**config.mk**
```make
export PLATFORM = sky130hd
export DESIGN_NAME = conv_encoder_k3
export DESIGN_NICKNAME = d
export VERILOG_FILES = /design/src/rtl/conv_pkg.sv /design/src/rtl/conv_encoder_k3.sv
export SDC_FILE = /design/constraint.sdc
export NUM_CORES = 1
export LEC_CHECK = 0
export CAP_MARGIN = 20
export CORE_AREA = 2 2 39 41
export CTS_CLUSTER_SIZE = 30
export DETAILED_ROUTE_END_ITERATION = 8
export DIE_AREA = 0 0 41 43
export PLACE_DENSITY = 0.66
export SYNTH_ARGS = -nofsm -noshare
export SYNTH_HDL_FRONTEND = slang
export SYNTH_SLANG_ARGS = --single-unit
```
**constraint.sdc**
```tcl
create_clock -name CLK -period 1.4 [get_ports CLK]
set_input_delay 0.28 -clock CLK [delete_from_list [all_inputs] [get_ports CLK]]
set_output_delay 0.28 -clock CLK [all_outputs]
set_load 0.005 [all_outputs]
```
**src/rtl/conv_pkg.sv**
```systemverilog
// Shared definitions for the K=3 rate-1/2 code: generators, trellis state
// encoding, puncture masks and the parity function used by encoder and decoder.
`timescale 1ns/1ps
package conv_pkg;

  localparam int K = 3;
  localparam logic [K-1:0] G1 = 3'b111;
  localparam logic [K-1:0] G2 = 3'b101;

  // Rate-2/3 erase masks, {phase1, phase0}; phase 1 drops p0
  localparam logic [3:0] PUNCT_R23 = 4'b01_00;

  typedef enum logic [1:0] {
    DATA  = 2'd0,
    TAIL0 = 2'd1,
    TAIL1 = 2'd2
  } state_t;

  // Taps ordered {u, s0, s1} so the MSB of each generator weights the new bit
  function automatic logic [1:0] conv_parity(input logic u, input logic [K-2:0] s);
    logic [K-1:0] taps;
    taps = {u, s[0], s[1]};
    return {^(taps & G1), ^(taps & G2)};
  endfunction

endpackage

```
**src/rtl/conv_encoder_k3.sv**
```systemverilog
// K=3 convolutional encoder with zero-tail termination and optional
// rate-2/3 puncturing reported on a per-bit erase mask.
`timescale 1ns/1ps
module conv_encoder_k3
  import conv_pkg::*;
#(
  parameter bit PUNCTURE = 1'b0
) (
  input  logic       CLK,
  input  logic       RST,
  input  logic       in_bit,
  input  logic       in_valid,
  input  logic       in_last,
  output logic       in_ready,
  output logic [1:0] parities,
  output logic [1:0] erase,
  output logic       out_valid,
  input  logic       out_ready,
  output logic       out_last
);

  state_t     state, state_nxt;
  logic [1:0] sreg;
  logic       phase;
  logic       slot_free;
  logic       encode;
  logic       enc_u;
  logic       enc_last;
  logic [1:0] emask;
  logic [1:0] par;

  assign slot_free = !out_valid || out_ready;

  always_ff @(posedge CLK or posedge RST) begin
    if (RST) state <= DATA;
    else     state <= state_nxt;
  end

  always_comb begin
    state_nxt = state;
    case (state)
      DATA:    if (in_valid && slot_free && in_last) state_nxt = TAIL0;
      TAIL0:   if (slot_free) state_nxt = TAIL1;
      TAIL1:   if (slot_free) state_nxt = DATA;
      default: state_nxt = DATA;
    endcase
  end

  always_comb begin
    in_ready = 1'b0;
    encode   = 1'b0;
    enc_u    = 1'b0;
    enc_last = 1'b0;
    case (state)
      DATA: begin
        in_ready = slot_free;
        encode   = in_valid && slot_free;
        enc_u    = in_bit;
      end
      TAIL0: encode = slot_free;
      TAIL1: begin
        encode   = slot_free;
        enc_last = 1'b1;
      end
      default: ;
    endcase
  end

  assign emask = !PUNCTURE ? 2'b00 : (phase ? PUNCT_R23[3:2] : PUNCT_R23[1:0]);
  assign par   = conv_parity(enc_u, sreg);

  // Output register: a new encode overwrites the slot; otherwise it drains on out_ready
  always_ff @(posedge CLK or posedge RST) begin
    if (RST) begin
      parities  <= 2'b00;
      erase     <= 2'b00;
      out_last  <= 1'b0;
      out_valid <= 1'b0;
      sreg      <= 2'b00;
      phase     <= 1'b0;
    end else if (encode) begin
      parities  <= par & ~emask;
      erase     <= emask;
      out_last  <= enc_last;
      out_valid <= 1'b1;
      sreg      <= {sreg[0], enc_u};
      phase     <= enc_last ? 1'b0 : ~phase;
    end else if (out_ready) begin
      out_valid <= 1'b0;
    end
  end

endmodule

```
==> reports/qor.txt <==
result of the run - finished with violations
failing checks - negative setup slack
largest net degree at the start of global routing - 9
data required time at the worst endpoint - 1530 ps
number of DRC markers after the initial detailed-route iteration - 3
leakage dissipation - 0.395 nW
CTS clk-pin slew, worst paths - 60 ps
Critical Path Start Type - register
Layout area overhead - 67.1%
Overflow after GRT - 0
Clock H-tree levels - 1
count of non-filler cells in the finished layout - 84
share of Yosys cell area claimed by the top area cell type - 0.408
arrival time reported for the critical path endpoint - 1640 ps
highest attainable clock frequency - 661 MHz
total power - 1.93 mW
root buffer cell - sky130_fd_sc_hd__clkbuf_4
via/cell ratio - 4.50
WL per Instance - 13.2 um
effective utilization at floorplan - 0.354
largest cells by area after synthesis - sky130_fd_sc_hd__dfrtp_1 41%, sky130_fd_sc_hd__ha_1 15%, sky130_fd_sc_hd__mux2_2 9.2%
Residual DRC - 0
post-synthesis instance area - 490 sq um
per-instance average area after synthesis - 11.7 sq um
HPWL after detailed placement - 733 um
routed via count - 378
Die Wd - 41 um
post-synth top area cell - sky130_fd_sc_hd__dfrtp_1
CTS buffer count - 3
HP Class - input pin to asynchronous set/reset pin
Longest Clk Path Bufs - 2
dominant synthesized flop cell - sky130_fd_sc_hd__dfrtp_1
antenna-violating nets left - 0
Worst Setup Slack post-DPL - -322 ps
max capacitance violation total - 0
number of sinks driven by the clock tree - 8
ratio of total power to cell area - 2360 nW/um^2
most used standard cells in the synthesized netlist - 8 x sky130_fd_sc_hd__dfrtp_1, 6 x sky130_fd_sc_hd__ha_1, 5 x sky130_fd_sc_hd__inv_1, 4 x sky130_fd_sc_hd__mux2_2
routability-driven placement congestion ratio - 0.707
fraction of final layout cells with drive strength greater than 1 - 0.544
final worst path period need - 1510 ps
floorplan die height - 43 um
worst hold slack across all endpoints - 264 ps
final slew viol count - 0
wire length of the first global-routing pass - 1.77 mm
number of buffer cells added on primary ports - 10
async set-or-reset flop fraction in the synthesized netlist - 1.00
overall die area - 1760 sq um
Crit Path Category - register to register
maximum net fanout on the critical path - 2
setup slack of the critical path after layout - -113 ps
final worst-path cycle share - 1.08
number of antenna violations at the first check in global routing - 0
core footprint - 1380 sq um
first-pass detailed-route iteration total - 3
# IOs - 13
DP Cell Count - 77
endpoint class of the critical path - register
cell count after synthesis - 42
Final Setup Violations - 8
dominant cell by count in the synthesized netlist - sky130_fd_sc_hd__dfrtp_1
worst-case vdd ir drop - 0.00101 V
sequential element share of the synthesized area - 0.408
global-route total usage across every layer - 0.156
number of unique standard cell types used by synthesis - 20
warning count from the yosys run - 0
number of enable flip-flop cells after synthesis - 0
post-route core utilization - 0.592
# diodes - 0
total of flip-flops plus latches after synthesis - 8
standard-cell rows - 14
number of filler instances in the final layout - 118
Worst-Skew Late Latency - 260 ps
number of global-route vias before repair - 417
net total in the final layout - 82
DRT Wirelength - 1.11 mm
worst clock skew - 12.4 ps
final hold violations - 0
CTS tree - built
RSZ-0062 raised after global routing - yes
-- stage by stage --
stage	cell area [sq um]	setup TNS (ps)
after floorplan	518	-165
after global placement	698	-1860
after detailed placement	698	-1890
after CTS	792	-647
after global routing	820	-1160
final	820	-627
-- registers in the layout, indices dropped and copies added (netlist names) --
register / count
sreg: 2
out_valid: 1
parities: 2
state: 2
out_last: 1
-- critical path: stages, from the launching register on --
cell and delay (ps):
sky130_fd_sc_hd__dfrtp_1 390, sky130_fd_sc_hd__inv_2 90, sky130_fd_sc_hd__buf_4 130, sky130_fd_sc_hd__ha_4 140
sky130_fd_sc_hd__o21ai_4 60, sky130_fd_sc_hd__a32oi_2 250, sky130_fd_sc_hd__mux2_4 330
-- metal layers --
metal	vias up	GRT usage	wire (um)
li1	186	-	-
met1	179	0.163	490
met2	13	0.263	546
met3	0	0.0785	71
met4	0	0.0400	0
met5	-	0	0
-- power by group --
group / internal [mW] / switching (mW) / leakage (nW)
clock: 0.0978 / 0.0749 / 0.0138
combinational: 0.803 / 0.551 / 0.282
sequential: 0.337 / 0.0691 / 0.0986
total: 1.24 / 0.695 / 0.395
-- cell families after synthesis --
kind of cell    share of synthesized area
flops                               0.408
simple gates                        0.112
buf+inv                            0.0689
fa+ha+maj                           0.153
compound gates                     0.0995
mux                                 0.115
xor+xnor                           0.0357
other cells                       0.00765
-- placed cells by master, fill, tap and decap left out, drive strengths merged --
master         count
a21oi              2
a32oi              1
buf               15
clkbuf             3
clkdlybuf4s50      5
conb               2
dfrtp              8
dlygate4sd2        2
dlymetal6s2s       2
ha                 6
inv                5
mux2               5
nand2              1
nand2b             1
nand3              1
nor2               2
nor2b              1
nor3               1
o21ai              3
xnor2              1
xor2               1
-- layout make-up --
class	instances	area (sq um)	share of cell area
inverters	5	18.8	0.0229
multi-input cells	28	352	0.429
well taps	16	20.0	0.0244
repair buffers	24	206	0.252
clock buffers	3	22.5	0.0275
flip-flops and latches	8	200	0.244
-- path summary, 6_finish.rpt --
path	startpoint	end	slack [ps]	depth (start not counted)
setup / recovery	state[1]	state[0]	-110	6
hold / removal	RST	out_last	260	2
setup reg to reg	state[1]	state[0]	-110	6
hold reg to reg	out_last	out_last	520	1
max in group asynchronous	RST	sreg[0]	890	2
min in group CLK	out_last	out_last	520	1
-- timing repair --
action,4_1_cts,5_1_grt
setup buffers,4,0
endpoints found under the hold margin,0,0
gates resized for setup,16,5
setup endpoints to repair,11,10
hold buffers,0,0
pin swaps,4,3
Note: power is estimated with default switching activity, not from simulation.
